==> src/rtl/imm_gen_pkg.sv <==
// Shared opcode constants and format codes for the immediate generator.
package imm_gen_pkg;

   localparam logic [6:0] LOAD      = 7'b0000011;
   localparam logic [6:0] STORE     = 7'b0100011;
   localparam logic [6:0] BRANCH    = 7'b1100011;
   localparam logic [6:0] JALR      = 7'b1100111;
   localparam logic [6:0] JAL       = 7'b1101111;
   localparam logic [6:0] OP_IMM    = 7'b0010011;
   localparam logic [6:0] OP        = 7'b0110011;
   localparam logic [6:0] OP_IMM_32 = 7'b0011011;
   localparam logic [6:0] OP_32     = 7'b0111011;
   localparam logic [6:0] LUI       = 7'b0110111;
   localparam logic [6:0] AUIPC     = 7'b0010111;
   localparam logic [6:0] SYSTEM    = 7'b1110011;
   localparam logic [6:0] FENCE     = 7'b0001111;

   typedef enum logic [2:0] {
      FMT_R    = 3'd0,
      FMT_I    = 3'd1,
      FMT_S    = 3'd2,
      FMT_B    = 3'd3,
      FMT_U    = 3'd4,
      FMT_J    = 3'd5,
      FMT_Z    = 3'd6,
      FMT_NONE = 3'd7
   } fmt_e;

endpackage

==> src/rtl/imm_gen_pipe_if.sv <==
// Fetch-side and decode-side handshake bundle of the immediate generator.
interface imm_gen_pipe_if
   import imm_gen_pkg::*;
#(
   parameter int XLEN  = 32,
   parameter int TAG_W = 32
);
   logic             in_valid;
   logic             in_ready;
   logic [31:0]      in_instr;
   logic [TAG_W-1:0] in_tag;
   logic             out_valid;
   logic             out_ready;
   logic [XLEN-1:0]  out_imm;
   fmt_e             out_fmt;
   logic             out_illegal;
   logic [TAG_W-1:0] out_tag;

   // Driver of instructions and consumer of decoded entries.
   modport master (
      output in_valid, in_instr, in_tag, out_ready,
      input  in_ready, out_valid, out_imm, out_fmt, out_illegal, out_tag
   );

   // The immediate generator stage itself.
   modport slave (
      input  in_valid, in_instr, in_tag, out_ready,
      output in_ready, out_valid, out_imm, out_fmt, out_illegal, out_tag
   );
endinterface

==> src/rtl/imm_decode_comb.sv <==
// Purely combinational RISC-V immediate extraction and format classification.
module imm_decode_comb
   import imm_gen_pkg::*;
#(
   parameter int XLEN    = 32,
   parameter bit ZIMM_EN = 1'b1
) (
   input  logic [31:0]     i_instr,
   output logic [XLEN-1:0] o_imm,
   output fmt_e            o_fmt,
   output logic            o_illegal
);

   logic [31:0] w_imm32;
   logic        w_zext;

   // Every immediate fits in 32 bits; build it there, then widen to XLEN.
   always_comb begin
      w_imm32   = 32'd0;
      w_zext    = 1'b0;
      o_fmt     = FMT_NONE;
      o_illegal = 1'b1;
      case (i_instr[6:0])
         OP_IMM, LOAD, JALR, FENCE: begin
            o_fmt     = FMT_I;
            o_illegal = 1'b0;
            w_imm32   = {{20{i_instr[31]}}, i_instr[31:20]};
         end
         OP_IMM_32: begin
            if (XLEN == 64) begin
               o_fmt     = FMT_I;
               o_illegal = 1'b0;
               w_imm32   = {{20{i_instr[31]}}, i_instr[31:20]};
            end
         end
         SYSTEM: begin
            o_illegal = 1'b0;
            if (ZIMM_EN && i_instr[14]) begin
               o_fmt   = FMT_Z;
               w_zext  = 1'b1;
               w_imm32 = {27'd0, i_instr[19:15]};
            end else begin
               o_fmt   = FMT_I;
               w_imm32 = {{20{i_instr[31]}}, i_instr[31:20]};
            end
         end
         STORE: begin
            o_fmt     = FMT_S;
            o_illegal = 1'b0;
            w_imm32   = {{20{i_instr[31]}}, i_instr[31:25], i_instr[11:7]};
         end
         BRANCH: begin
            o_fmt     = FMT_B;
            o_illegal = 1'b0;
            w_imm32   = {{19{i_instr[31]}}, i_instr[31], i_instr[7],
                         i_instr[30:25], i_instr[11:8], 1'b0};
         end
         LUI, AUIPC: begin
            o_fmt     = FMT_U;
            o_illegal = 1'b0;
            w_imm32   = {i_instr[31:12], 12'd0};
         end
         JAL: begin
            o_fmt     = FMT_J;
            o_illegal = 1'b0;
            w_imm32   = {{11{i_instr[31]}}, i_instr[31], i_instr[19:12],
                         i_instr[20], i_instr[30:21], 1'b0};
         end
         OP: begin
            o_fmt     = FMT_R;
            o_illegal = 1'b0;
         end
         OP_32: begin
            if (XLEN == 64) begin
               o_fmt     = FMT_R;
               o_illegal = 1'b0;
            end
         end
         default: ;
      endcase
   end

   // Bit 31 of the 32-bit form carries the sign for every sign-extended format.
   assign o_imm = w_zext ? XLEN'(w_imm32) : XLEN'($signed(w_imm32));

endmodule

==> src/rtl/imm_gen_pipe.sv <==
// Registered immediate-generator stage: decode at acceptance, 2-entry skid
// buffer with flush, and a saturating counter of delivered illegal entries.
module imm_gen_pipe
   import imm_gen_pkg::*;
#(
   parameter int XLEN    = 32,
   parameter int TAG_W   = 32,
   parameter bit ZIMM_EN = 1'b1,
   parameter int CNT_W   = 16
) (
   input  logic             clk,
   input  logic             rst,
   input  logic             flush,
   imm_gen_pipe_if.slave    bus,
   output logic [CNT_W-1:0] illegal_cnt
);

   logic [XLEN-1:0]  w_dec_imm;
   fmt_e             w_dec_fmt;
   logic             w_dec_ill;
   logic             w_push;
   logic             w_pop;

   logic             r_head_valid;
   logic [XLEN-1:0]  r_head_imm;
   fmt_e             r_head_fmt;
   logic             r_head_ill;
   logic [TAG_W-1:0] r_head_tag;
   logic             r_skid_valid;
   logic [XLEN-1:0]  r_skid_imm;
   fmt_e             r_skid_fmt;
   logic             r_skid_ill;
   logic [TAG_W-1:0] r_skid_tag;
   logic [CNT_W-1:0] r_cnt;

   imm_decode_comb #(
      .XLEN    (XLEN),
      .ZIMM_EN (ZIMM_EN)
   ) u_dec (
      .i_instr   (bus.in_instr),
      .o_imm     (w_dec_imm),
      .o_fmt     (w_dec_fmt),
      .o_illegal (w_dec_ill)
   );

   // Ready depends only on the skid register, never on out_ready.
   assign bus.in_ready = !r_skid_valid;
   assign w_push       = bus.in_valid && !r_skid_valid;
   assign w_pop        = r_head_valid && bus.out_ready;

   // Head/skid update; flush overrides any push or pop in the same cycle.
   always_ff @(posedge clk or posedge rst) begin
      if (rst) begin
         r_head_valid <= 1'b0;
         r_head_imm   <= '0;
         r_head_fmt   <= FMT_R;
         r_head_ill   <= 1'b0;
         r_head_tag   <= '0;
         r_skid_valid <= 1'b0;
         r_skid_imm   <= '0;
         r_skid_fmt   <= FMT_R;
         r_skid_ill   <= 1'b0;
         r_skid_tag   <= '0;
      end else if (flush) begin
         r_head_valid <= 1'b0;
         r_skid_valid <= 1'b0;
      end else begin
         case ({w_push, w_pop})
            2'b01: begin
               if (r_skid_valid) begin
                  r_head_imm   <= r_skid_imm;
                  r_head_fmt   <= r_skid_fmt;
                  r_head_ill   <= r_skid_ill;
                  r_head_tag   <= r_skid_tag;
                  r_skid_valid <= 1'b0;
               end else begin
                  r_head_valid <= 1'b0;
               end
            end
            2'b10: begin
               if (!r_head_valid) begin
                  r_head_valid <= 1'b1;
                  r_head_imm   <= w_dec_imm;
                  r_head_fmt   <= w_dec_fmt;
                  r_head_ill   <= w_dec_ill;
                  r_head_tag   <= bus.in_tag;
               end else begin
                  r_skid_valid <= 1'b1;
                  r_skid_imm   <= w_dec_imm;
                  r_skid_fmt   <= w_dec_fmt;
                  r_skid_ill   <= w_dec_ill;
                  r_skid_tag   <= bus.in_tag;
               end
            end
            2'b11: begin
               // Push implies the skid is empty, so the new entry replaces the head.
               r_head_imm <= w_dec_imm;
               r_head_fmt <= w_dec_fmt;
               r_head_ill <= w_dec_ill;
               r_head_tag <= bus.in_tag;
            end
            default: ;
         endcase
      end
   end

   // Count illegal entries actually handed to the consumer, saturating.
   always_ff @(posedge clk or posedge rst) begin
      if (rst) begin
         r_cnt <= '0;
      end else if (w_pop && r_head_ill && (r_cnt != {CNT_W{1'b1}})) begin
         r_cnt <= r_cnt + CNT_W'(1);
      end
   end

   assign bus.out_valid   = r_head_valid;
   assign bus.out_imm     = r_head_imm;
   assign bus.out_fmt     = r_head_fmt;
   assign bus.out_illegal = r_head_ill;
   assign bus.out_tag     = r_head_tag;
   assign illegal_cnt     = r_cnt;

endmodule

==> src/flat_wrapper.sv <==
// flat-port wrapper written by rule: the top's interface ports become plain ports
module imm_gen_pipe_flat import imm_gen_pkg::*;
#(
   parameter int XLEN    = 32,
   parameter int TAG_W   = 32,
   parameter bit ZIMM_EN = 1'b1,
   parameter int CNT_W   = 16
)
  (clk, rst, flush, illegal_cnt, bus_in_valid, bus_in_instr, bus_in_tag, bus_out_ready, bus_in_ready, bus_out_valid, bus_out_imm, bus_out_fmt, bus_out_illegal, bus_out_tag);
  imm_gen_pipe_if #(.XLEN(XLEN), .TAG_W(TAG_W)) bus_i ();
  input  logic clk;
  input  logic rst;
  input  logic flush;
  output logic [CNT_W-1:0] illegal_cnt;
  input wire logic [$bits(bus_i.in_valid)-1:0] bus_in_valid;
  input wire logic [$bits(bus_i.in_instr)-1:0] bus_in_instr;
  input wire logic [$bits(bus_i.in_tag)-1:0] bus_in_tag;
  input wire logic [$bits(bus_i.out_ready)-1:0] bus_out_ready;
  output wire logic [$bits(bus_i.in_ready)-1:0] bus_in_ready;
  output wire logic [$bits(bus_i.out_valid)-1:0] bus_out_valid;
  output wire logic [$bits(bus_i.out_imm)-1:0] bus_out_imm;
  output wire logic [$bits(bus_i.out_fmt)-1:0] bus_out_fmt;
  output wire logic [$bits(bus_i.out_illegal)-1:0] bus_out_illegal;
  output wire logic [$bits(bus_i.out_tag)-1:0] bus_out_tag;
  assign bus_i.in_valid = bus_in_valid;
  assign bus_i.in_instr = bus_in_instr;
  assign bus_i.in_tag = bus_in_tag;
  assign bus_i.out_ready = bus_out_ready;
  assign bus_in_ready = bus_i.in_ready;
  assign bus_out_valid = bus_i.out_valid;
  assign bus_out_imm = bus_i.out_imm;
  assign bus_out_fmt = bus_i.out_fmt;
  assign bus_out_illegal = bus_i.out_illegal;
  assign bus_out_tag = bus_i.out_tag;
  imm_gen_pipe #(.XLEN(XLEN), .TAG_W(TAG_W), .ZIMM_EN(ZIMM_EN), .CNT_W(CNT_W)) u_core (.clk(clk), .rst(rst), .flush(flush), .bus(bus_i), .illegal_cnt(illegal_cnt));
endmodule
==> config.mk <==
export PLATFORM = sky130hd
export DESIGN_NAME = imm_gen_pipe_flat
export DESIGN_NICKNAME = d
export VERILOG_FILES = /design/src/rtl/imm_gen_pkg.sv /design/src/rtl/imm_gen_pipe_if.sv /design/src/rtl/imm_decode_comb.sv /design/src/rtl/imm_gen_pipe.sv /design/src/flat_wrapper.sv
export SDC_FILE = /design/constraint.sdc
export NUM_CORES = 1
export LEC_CHECK = 0
export CORE_UTILIZATION = 50
export CTS_CLUSTER_SIZE = 20
export DETAILED_ROUTE_END_ITERATION = 10
export PLACE_DENSITY = 0.77
export SETUP_SLACK_MARGIN = 0.15
export SKIP_CTS_REPAIR_TIMING = 1
export SYNTH_ARGS = -nofsm -noshare
export SYNTH_HDL_FRONTEND = slang
export SYNTH_SLANG_ARGS = --single-unit
==> constraint.sdc <==
create_clock -name clk -period 8.2 [get_ports clk]
set_input_delay 1.64 -clock clk [delete_from_list [all_inputs] [get_ports clk]]
set_output_delay 1.64 -clock clk [all_outputs]
set_load 0.01 [all_outputs]
==> results_dict.tcl <==
set metrics [dict create \
    crit_chain "clkdlybuf4s50_1 -> nand2b_2 -> buf_4 -> a211oi_4 -> buf_4 -> o21ai_0 -> o21ai_0 -> o21ai_0" \
    syn_nets 895 \
    clock_power_share_pct 34.4 \
    ir_drop_mv 0.119 \
    skew_ns 0.00514 \
    grt_pass1_vias 5892 \
    slew_violations 0 \
    grt_usage_pct 26.3 \
    combPwrFrac_pct 21.4 \
    routed_wl_mm 18.7 \
    hpwl_mm 11.9 \
    crit_buf_inv 3 \
    final_cells 1143 \
    cp-end-kind "flop" \
    power.internal_mw 1.61 \
    powerDensity_nw_per_um2 239 \
    avgSynthCellArea_sq_um 8.70 \
    syn_area_sq_um 7180 \
    cp.arrival_ns 4.77 \
    die_area_sq_um 14800 \
    fin_crit_ns 4.47 \
    grt_pass1_wl_mm 30.3 \
    final-hold-violation-count 0 \
    r2r-start "u_core.r_skid_valid" \
    crit_start "bus_in_valid" \
    cp_common_cell "o21ai_0" \
    tns_ns 0 \
    p_seq_share_pct 44.2 \
    rrSetupSlack_ns 4.85 \
    ios 155 \
    yosys_register_bits 154 \
    die_y_microns 122 \
    crit_slowest_cell "a211oi_4" \
    worstPathRequired_ns 8.51 \
    path_delay_family "buffers and inverters" \
    synth_cell_types 55 \
    rsz0062_at_grt "no" \
    dp_cells 1111 \
    io_buffer_count 154 \
    cp.depth 8 \
    swShare_pct 28.1 \
    max-cap-violations 0 \
    finalCritPeriodShare_pct 54.5 \
    synth-edff-count 0 \
    clkTransAtPathRegs_ns 0.06 \
    clk_latency_ns 0.42 \
    synth_warnings 0 \
    cts_made_buffers 17 \
    initialDrtViolationCount 648 \
    p_leak_nw 4.11 \
    setup_viol 0 \
    synthCells 825 \
    tritoncts "yes" \
    cp-start-kind "input pin" \
    switchingPower_mw 0.629 \
    cts-root-buf "clkbuf_16" \
    async_reset_ff_share_pct 100 \
    holdPathStages 2 \
    drive_gt1_share_pct 5.71 \
    routed-via-count 6478 \
    nets 1020 \
    grt_max_degree 91 \
    viasPerCell 5.67 \
    gp_congestion 0.887 \
    coreArea_sq_um 13900 \
    overflow 0 \
    r2r-end "u_core.bus.out_imm[30]" \
    ant_nets 0 \
    syn_to_final_growth_pct 30.4 \
    slew_headroom_pct 25.8 \
    clock_path_buffers 2 \
    dr.pass1.iters 7 \
    max_stage_delay_ns 0.95 \
    outcome "completed" \
    routedWlPerCell_microns 16.3 \
    yosys_most_used_dff "dfrtp_1" \
    reg2reg_depth 7 \
    start_util_pct 51.5 \
    cts_sinks 154 \
    crit_type "in2reg" \
    hp-class "reg2reg" \
    antenna_found_initial 0 \
    tightest_slew_ns 1.11 \
    antenna_cells 0 \
    crit_path_end "u_core.bus.out_imm[30]" \
    cp_max_fo 90 \
    htree_levels 4 \
    yosysSeqAreaShare_pct 53.7 \
    fmax_mhz 224 \
    rows 43 \
    die_w_microns 122 \
    drcViolationCount 0 \
]
## stage by stage
step | total power [mW] | utilization, % | cell area [sq um] | setup WS [ns] | hold WS, ns
2_1_floorplan | 1.22 | - | 7180 | 2.41 | 0.433
3_3_place_gp | 1.47 | 63.0 | 8770 | 3.37 | 0.445
3_5_place_dp | 1.48 | 63.0 | 8770 | 3.31 | 0.451
4_1_cts | 2.25 | 67.1 | 9360 | 3.76 | 0.473
5_1_grt | 2.35 | 67.2 | 9360 | 3.48 | 0.488
6_report | 2.24 | 67.2 | 9360 | 3.73 | 0.466
## power by group through the flow
stage	registers [mW]	logic [mW]	clock network, mW
6_report	0.990	0.478	0.772
3_3_place_gp	0.997	0.469	0
3_5_place_dp	1.00	0.480	0
4_1_cts	0.990	0.483	0.781
5_1_grt	1.01	0.530	0.813
2_1_floorplan	1.02	0.201	0
## sequential cells by signal, summed over array words and instances, names as in the netlist
register	cells
u_core.r_skid_imm	32
u_core.r_skid_tag	32
u_core.bus.out_illegal	1
u_core.illegal_cnt	16
u_core.r_skid_valid	1
u_core.bus.out_valid	1
u_core.r_skid_ill	1
u_core.bus.out_imm	32
u_core.r_skid_fmt	3
u_core.bus.out_fmt	3
u_core.bus.out_tag	32
## synth_stat cells (4+ instances only)
cell type | number | share of area [%]
a22oi_1 | 15 | 1.6
nor2b_1 | 5 | 0.44
nand3_1 | 10 | 0.70
nand4_1 | 9 | 0.78
a31oi_1 | 45 | 3.9
nand2_1 | 225 | 12
a21oi_1 | 52 | 3.6
buf_2 | 30 | 2.1
nand2b_1 | 4 | 0.35
o21ai_0 | 52 | 3.6
or3_1 | 12 | 1.0
o21ai_1 | 11 | 0.77
inv_1 | 7 | 0.37
nor3_1 | 4 | 0.28
and3_1 | 10 | 0.87
xnor2_1 | 9 | 1.1
clkbuf_1 | 20 | 1.0
xor2_1 | 4 | 0.49
nor2_1 | 90 | 4.7
dfrtp_1 | 154 | 54
## worst register-to-register path, delay by kind of cell (launching register included)
family	cells	cell delay, ns
AOI/OAI and AO/OA	4	1.44
buffers and inverters	2	1.11
DFF	1	0.47
and+or+nand+nor	1	0.21
## how the worst min path moves through the flow
stage | to | from | slack, ns
6_report | u_core.r_skid_imm[11] | u_core.r_skid_imm[11] | 0.47
2_1_floorplan | u_core.r_skid_imm[11] | u_core.r_skid_imm[11] | 0.43
5_1_grt | u_core.r_skid_tag[27] | u_core.r_skid_tag[27] | 0.49
3_5_place_dp | u_core.r_skid_imm[11] | u_core.r_skid_imm[11] | 0.45
4_1_cts | u_core.r_skid_imm[11] | u_core.r_skid_imm[11] | 0.47
3_3_place_gp | u_core.r_skid_imm[11] | u_core.r_skid_imm[11] | 0.44
## cells in the final DEF (no fill, tap or decap), types with 3 or more instances in the layout
master / netlist / layout
a21oi_1: 52 / 52
a22oi_1: 15 / 15
a31oi_1: 45 / 45
and3_1: 10 / 10
and3b_1: 3 / 3
buf_4: 3 / 7
clkbuf_16: 0 / 17
clkdlybuf4s50_1: 0 / 154
clkinv_2: 0 / 4
clkinvlp_4: 0 / 3
dfrtp_1: 154 / 154
inv_1: 7 / 6
nand2_1: 225 / 225
nand2b_1: 4 / 3
nand3_1: 10 / 10
nand4_1: 9 / 9
nand4b_1: 3 / 3
nor2_1: 90 / 90
nor2b_1: 5 / 4
nor3_1: 4 / 4
o21ai_0: 52 / 52
o21ai_1: 11 / 11
o2bb2ai_1: 3 / 3
o31ai_1: 3 / 3
or3_1: 12 / 11
xnor2_1: 9 / 9
xor2_1: 4 / 4
## layer usage
| layer | wire length, microns | track usage [%] |
|---|---|---|
| met5 | 0 | 0 |
| met4 | 350 | 10.4 |
| met3 | 1230 | 5.57 |
| met2 | 8850 | 40.6 |
| met1 | 8240 | 36.3 |
## final cells by class
cell class	count	area, sq um
clock buffers	21	460
inverters	7	31.3
flip-flops and latches	154	3850
well taps	180	225
fillers	1128	4570
multi-input cells	609	3080
clock inverters	11	120
repair buffers	161	1590
## kinds of logic (layout without fill, tap and decap cells)
logic type / Yosys count / count (layout) / synth area share, %
buffers and inverters: 62 / 200 / 3.92
adders and majority gates: 1 / 1 / 0.174
muxes: 2 / 2 / 0.314
and+or+nand+nor: 388 / 388 / 23.1
AOI/OAI and AO/OA: 205 / 205 / 17.2
DFF: 154 / 154 / 53.7
xor gates and xnor gates: 13 / 13 / 1.59
No activity file was read; power rests on OpenSTA's default activity.
